`config.mk`:
```
export PLATFORM = sky130hd
export DESIGN_NAME = axi_copy_master
export DESIGN_NICKNAME = d
export VERILOG_FILES = /design/src/rtl/axi_copy_master.sv
export SDC_FILE = /design/constraint.sdc
export NUM_CORES = 1
export LEC_CHECK = 0
export CAP_MARGIN = 25
export CORE_UTILIZATION = 25
export DETAILED_ROUTE_END_ITERATION = 16
export DONT_BUFFER_PORTS = 1
export PLACE_DENSITY_LB_ADDON = 0.12
export SYNTH_ARGS = -nofsm -noshare
export SYNTH_HDL_FRONTEND = slang
export SYNTH_SLANG_ARGS = --single-unit
```
`constraint.sdc`:
```
create_clock -name a_clk -period 8.2 [get_ports a_clk]
set_input_delay 1.64 -clock a_clk [delete_from_list [all_inputs] [get_ports a_clk]]
set_output_delay 1.64 -clock a_clk [all_outputs]
set_load 0.02 [all_outputs]
```
`src/rtl/axi_copy_master.sv`:
```
// rtl/axi_copy_master.sv - AXI master copying one INCR burst of up to 16 words from src to dst
module axi_copy_master #(
  parameter logic [3:0] AXI_ID = 4'h0
) (
  input  logic        a_clk,
  input  logic        a_resetn,
  input  logic        start,
  input  logic [31:0] src_addr,
  input  logic [31:0] dst_addr,
  input  logic [3:0]  len,
  output logic        busy,
  output logic        done,
  output logic        error,
  output logic [3:0]  ar_id,
  output logic [31:0] ar_addr,
  output logic [3:0]  ar_len,
  output logic [2:0]  ar_size,
  output logic [1:0]  ar_burst,
  output logic        ar_valid,
  input  logic        ar_ready,
  input  logic [3:0]  r_id,
  input  logic [31:0] r_data,
  input  logic [1:0]  r_resp,
  input  logic        r_last,
  input  logic        r_valid,
  output logic        r_ready,
  output logic [3:0]  aw_id,
  output logic [31:0] aw_addr,
  output logic [3:0]  aw_len,
  output logic [2:0]  aw_size,
  output logic [1:0]  aw_burst,
  output logic        aw_valid,
  input  logic        aw_ready,
  output logic [3:0]  w_id,
  output logic [31:0] w_data,
  output logic [3:0]  w_strb,
  output logic        w_last,
  output logic        w_valid,
  input  logic        w_ready,
  input  logic [3:0]  b_id,
  input  logic [1:0]  b_resp,
  input  logic        b_valid,
  output logic        b_ready
);

  typedef enum logic [2:0] {
    ST_IDLE,
    ST_CHECK,
    ST_AR,
    ST_R,
    ST_AW,
    ST_W,
    ST_B,
    ST_DONE
  } state_e;

  state_e      state_q, state_d;
  logic [29:0] src_q, src_d;
  logic [29:0] dst_q, dst_d;
  logic [3:0]  len_q, len_d;
  logic [4:0]  cnt_q, cnt_d;
  logic        error_q, error_d;
  logic [31:0] buf_q [16];
  logic        buf_we;

  logic        ar_valid_q, aw_valid_q, w_valid_q, r_ready_q, b_ready_q;
  logic        busy_q, done_q, w_last_q;
  logic [31:0] ar_addr_q, aw_addr_q, w_data_q;
  logic [3:0]  ar_len_q, aw_len_q, ar_id_q, aw_id_q, w_id_q;

  logic        ar_hs, r_hs, aw_hs, w_hs, b_hs;
  logic        r_bad, b_bad;
  logic [10:0] src_end, dst_end;
  logic        unused_addr_lsbs;

  // Byte-lane bits of the command addresses are not meaningful for word bursts
  assign unused_addr_lsbs = ^{src_addr[1:0], dst_addr[1:0]};

  assign ar_hs = ar_valid_q && ar_ready;
  assign r_hs  = r_valid && r_ready_q;
  assign aw_hs = aw_valid_q && aw_ready;
  assign w_hs  = w_valid_q && w_ready;
  assign b_hs  = b_valid && b_ready_q;

  // Last word index inside the 4 KB page; bit 10 set means the burst leaves the page
  assign src_end = {1'b0, src_q[9:0]} + {7'd0, len_q};
  assign dst_end = {1'b0, dst_q[9:0]} + {7'd0, len_q};

  // A read beat is bad on slave error, foreign ID, or r_last arriving on the wrong beat
  assign r_bad = (r_resp != 2'b00) || (r_id != AXI_ID) ||
                 (r_last && (cnt_q != {1'b0, len_q}));
  assign b_bad = (b_resp != 2'b00) || (b_id != AXI_ID);

  // State and command registers
  always_ff @(posedge a_clk or negedge a_resetn) begin
    if (!a_resetn) begin
      state_q <= ST_IDLE;
      src_q   <= '0;
      dst_q   <= '0;
      len_q   <= '0;
      cnt_q   <= '0;
      error_q <= 1'b0;
    end else begin
      state_q <= state_d;
      src_q   <= src_d;
      dst_q   <= dst_d;
      len_q   <= len_d;
      cnt_q   <= cnt_d;
      error_q <= error_d;
    end
  end

  // Next-state logic: read burst into the buffer, then drain it as a write burst
  always_comb begin
    state_d = state_q;
    src_d   = src_q;
    dst_d   = dst_q;
    len_d   = len_q;
    cnt_d   = cnt_q;
    error_d = error_q;
    buf_we  = 1'b0;
    case (state_q)
      ST_IDLE: begin
        if (start) begin
          src_d   = src_addr[31:2];
          dst_d   = dst_addr[31:2];
          len_d   = len;
          cnt_d   = '0;
          error_d = 1'b0;
          state_d = ST_CHECK;
        end
      end
      ST_CHECK: begin
        if (src_end[10] || dst_end[10]) begin
          error_d = 1'b1;
          state_d = ST_DONE;
        end else begin
          cnt_d   = '0;
          state_d = ST_AR;
        end
      end
      ST_AR: begin
        if (ar_hs) state_d = ST_R;
      end
      ST_R: begin
        if (r_hs) begin
          // cnt saturates at 16 so surplus beats are dropped, not wrapped
          if (!cnt_q[4]) begin
            buf_we = 1'b1;
            cnt_d  = cnt_q + 5'd1;
          end
          if (r_bad) error_d = 1'b1;
          if (r_last) begin
            if (error_q || r_bad) begin
              state_d = ST_DONE;
            end else begin
              cnt_d   = '0;
              state_d = ST_AW;
            end
          end
        end
      end
      ST_AW: begin
        if (aw_hs) state_d = ST_W;
      end
      ST_W: begin
        if (w_hs) begin
          if (w_last_q) state_d = ST_B;
          else          cnt_d   = cnt_q + 5'd1;
        end
      end
      ST_B: begin
        if (b_hs) begin
          if (b_bad) error_d = 1'b1;
          state_d = ST_DONE;
        end
      end
      ST_DONE: state_d = ST_IDLE;
      default: state_d = ST_IDLE;
    endcase
  end

  // Copy buffer; contents are only read after being written, so no reset is needed
  always_ff @(posedge a_clk) begin
    if (buf_we) buf_q[cnt_q[3:0]] <= r_data;
  end

  // Registered bus outputs, derived from the state being entered
  always_ff @(posedge a_clk or negedge a_resetn) begin
    if (!a_resetn) begin
      ar_valid_q <= 1'b0;
      aw_valid_q <= 1'b0;
      w_valid_q  <= 1'b0;
      r_ready_q  <= 1'b0;
      b_ready_q  <= 1'b0;
      busy_q     <= 1'b0;
      done_q     <= 1'b0;
      w_last_q   <= 1'b0;
      ar_addr_q  <= '0;
      ar_len_q   <= '0;
      ar_id_q    <= '0;
      aw_addr_q  <= '0;
      aw_len_q   <= '0;
      aw_id_q    <= '0;
      w_id_q     <= '0;
      w_data_q   <= '0;
    end else begin
      ar_valid_q <= (state_d == ST_AR);
      aw_valid_q <= (state_d == ST_AW);
      w_valid_q  <= (state_d == ST_W);
      r_ready_q  <= (state_d == ST_R);
      b_ready_q  <= (state_d == ST_B);
      busy_q     <= (state_d != ST_IDLE);
      done_q     <= (state_d == ST_DONE);
      if (state_q == ST_CHECK && state_d == ST_AR) begin
        ar_addr_q <= {src_q, 2'b00};
        ar_len_q  <= len_q;
        ar_id_q   <= AXI_ID;
      end
      if (state_q == ST_R && state_d == ST_AW) begin
        aw_addr_q <= {dst_q, 2'b00};
        aw_len_q  <= len_q;
        aw_id_q   <= AXI_ID;
      end
      if (state_q == ST_AW && state_d == ST_W) w_id_q <= AXI_ID;
      // Data for the beat that will be on the bus next cycle; unchanged while stalled
      if (state_d == ST_W) begin
        w_data_q <= buf_q[cnt_d[3:0]];
        w_last_q <= (cnt_d[3:0] == len_q);
      end else begin
        w_last_q <= 1'b0;
      end
    end
  end

  assign busy     = busy_q;
  assign done     = done_q;
  assign error    = error_q;
  assign ar_id    = ar_id_q;
  assign ar_addr  = ar_addr_q;
  assign ar_len   = ar_len_q;
  assign ar_size  = 3'b010;
  assign ar_burst = 2'b01;
  assign ar_valid = ar_valid_q;
  assign r_ready  = r_ready_q;
  assign aw_id    = aw_id_q;
  assign aw_addr  = aw_addr_q;
  assign aw_len   = aw_len_q;
  assign aw_size  = 3'b010;
  assign aw_burst = 2'b01;
  assign aw_valid = aw_valid_q;
  assign w_id     = w_id_q;
  assign w_data   = w_data_q;
  assign w_strb   = 4'hF;
  assign w_last   = w_last_q;
  assign w_valid  = w_valid_q;
  assign b_ready  = b_ready_q;

endmodule

```
==> summary.md <==
| Metric | Value |
|---|---|
| P_int | `around 7900 uW` |
| # clock sinks | `roughly 690` |
| CP endpoint kind | `flop` |
| Die footprint | `roughly 110000 um2` |
| Async SR Flop Fraction | `approximately a quarter` |
| Top post-synthesis cells by area | `edfxtp_1 56%, dfrtp_1 17%, mux2i_1 8.8%` |
| Commonest cells post-synth | `512 x edfxtp_1, 240 x mux2i_1, 181 x dfrtp_1` |
| Yosys top cell area share | `between 50% and 60%` |
| FF+latch count, synth | `~700` |
| Unrepaired setup endpoints after global routing | `no` |
| Top FF cell, synth | `edfxtp_1` |
| CTS Buf Count | `85` |
| Clock Skews | `37.4 ps` |
| Rel. slew slack | `~23%` |
| IO Pins | `between 200 and 300` |
| Avg WL per Cell | `between 20 and 25 um` |
| Gr usage total | `between 10% and 20%` |
| Largest buffer count on any clock path | `3` |
| Peak VDD IR | `~0.56 mV` |
| CP required | `roughly 8700 ps` |
| Avg Inst Size Synth | `16.8 um2` |
| # port buffers | `0` |
| Clk network pwr share | `around 33%` |
| DR vias | `roughly 14k` |
| Max capacitance violation total | `0` |
| Hold Crit Class | `reg -> reg` |
| Diode count | `0` |
| Critical path launch point type | `input port` |
| Count of different cell masters after synthesis | `75` |
| Multi-input combinational cell area | `roughly 7000 um2` |
| Latest clock arrival within the worst-skew pair | `~660 ps` |
| Syn. warnings | `0` |
| Die extent in y | `roughly 330 um` |
| 1st-iter DRT viols | `849` |
| Crit Path Class | `in -> reg` |
| Final Hold Viols | `0` |
| Final hold slack | `around 480 ps` |
| Post-route DRC | `0` |
| Max frequency | `around 180 MHz` |
| Count leader, synth | `edfxtp_1` |
| Mapped Cells | `1630` |
| Final setup TNS | `0 ps` |
| Post-synthesis to final-layout area growth | `16.4%` |
| Hpwl dp | `~42 mm` |
| Fill cells | `around 11k` |
| Sequential share of power | `40.3%` |
| Die width | `~330 um` |
| Slew Limit Fails | `0` |
| CTS root buf | `clkbuf_16` |
| LEAKAGE | `between 0.01 and 0.015 uW` |
| Hold buffer count at cts | `0` |
| Layout cells sized above 1 | `16.1%` |
| Final WL | `roughly 76 mm` |
| Worst endpoint data arrival time | `~6000 ps` |
| Inst Count DP | `~3.0k` |
| Antenna violations before repair | `3` |
| Post_cts resized | `0` |
| Leading area contributor after synthesis | `edfxtp_1` |
| Vias in the first global route | `around 15k` |
| Final design utilization | `29.3%` |
| Worst Max-Slew Pin Slew | `approximately 1200 ps` |
| Vias per cell | `around 4.6` |
| Power per cell area | `around 370 nW/um2` |
| First-pass GRT wire length | `between 100 and 150 mm` |
| Switch Pwr | `~3900 uW` |
| Storage cell area | `~20000 um2` |
| Number of synthesized flops with an enable pin | `512` |
| Total core area | `around 110000 um2` |
| # nets final | `1795` |
| Number of cell rows | `121` |
| Outcome | `finished clean` |
| Fin crit period | `5690 ps` |
| 1st-pass router iterations | `5` |
| Grt ovf | `0` |
| CTS tree | `yes` |
| Fraction of the cycle the final worst path needs | `just under 70%` |
| Synthesized area | `roughly 27000 um2` |
| Pin count of the biggest net entering global routing | `around 180` |
| Final WS setup | `~2500 ps` |
| Switch share | `roughly a third` |
| Non-Filler Instances | `3148` |
| DP Worst Slack | `1900 ps` |
| Initial Util | `between 20 and 30%` |
| CTS H-tree lvls | `3` |
| Crit-path max FO | `21` |
| Comb pwr share | `a little over a quarter` |
| Routability cong. | `approximately 0.75` |
| Final antenna-violating net count | `0` |
| Final setup fails | `0` |
| Seq/Total Area, Yosys | `between 70 and 80%` |
| Post-CTS Setup Repair Bufs | `0` |
| Clk slew on worst S/H paths | `60 ps` |
[flip-flops by register name, summed over array words and instances (netlist names), 3 cells and up]
signal   cells
state_q      3
ar_addr     30
cnt_q        5
dst_q       30
ar_len       4
len_q        4
aw_addr     30
src_q       30
aw_len       4
buf_q      512
w_data      32
[logic make-up after synthesis]
logic type | share of synthesized area [%]
buf+inv | 2.87
flops | 72.7
other cells | 0.0274
simple gates | 3.90
compound gates | 5.52
xor+xnor | 0.256
fa+ha+maj | 0.503
mux | 14.2
[path summary, 6_finish.rpt]
kind	slack, ps	cells after the start	start	end
max	2510	11	r_resp[1]	w_data[0]$_DFFE_PN0P_
min	480	1	src_q[14]$_DFFE_PN0P_	ar_addr[16]$_DFFE_PN0P_
max reg2reg	2990	11	state_q[0]$_DFF_PN0_	w_data[0]$_DFFE_PN0P_
min reg2reg	480	1	src_q[14]$_DFFE_PN0P_	ar_addr[16]$_DFFE_PN0P_
max in group asynchronous	7130	0	a_resetn	dst_q[12]$_DFFE_PN0P_
min in group asynchronous	700	0	a_resetn	ar_addr[26]$_DFFE_PN0P_
[through the flow]
stage	area, um2	total power [uW]
after global placement	28900	7960
after floorplan	27500	7220
after detailed placement	28900	8010
after CTS	31900	12000
after global routing	31900	12400
final	31900	11700
[placed cells by master, fill, tap and decap left out, drive strengths merged, types with 32 or more instances in the layout]
master / synthesis / routed
buf: 85 / 32
clkbuf: 29 / 109
clkinv: 1 / 34
dfrtp: 181 / 181
edfxtp: 512 / 512
mux2: 132 / 132
mux2i: 240 / 240
nand2: 67 / 67
nor2: 38 / 38
nor4: 32 / 32
o21ai: 34 / 34
o22ai: 87 / 87
o32ai: 33 / 33
[worst max-delay path, cell delays in order]
cell and delay (ps):
or4_4 560, or4_1 590, o21ai_1 160, a32o_1 790, inv_2 310, and2_4 280
o21ai_4 200, buf_4 500, o32ai_1 160, nor4_1 830, o21ai_1 130
[final cells by class]
class	instances	area share (%)
clock buffers	109	7.35
clock inverters	49	1.83
inverters	11	0.169
multi-input cells	840	21.7
flip-flops and latches	693	62.5
well taps	1414	5.55
repair buffers	32	0.895
[power by group through the flow]
stage | clock, uW | combinational [uW] | sequential [uW]
final | 3890 | 3120 | 4740
after global routing | 4140 | 3410 | 4810
after CTS | 4030 | 3190 | 4760
after detailed placement | 0 | 3180 | 4830
after global placement | 0 | 3150 | 4820
after floorplan | 0 | 2570 | 4650
[layer usage]
metal,track usage [%],part of all wire [%],vias up,routed length (um)
met1,17.7,45,7437,33900
met2,22.0,47,398,35300
li1,-,-,6394,-
met4,3.69,2.3,8,1740
met5,0,0.060,-,45
met3,3.77,6.0,102,4550
No activity file was read; power rests on OpenSTA's default activity.
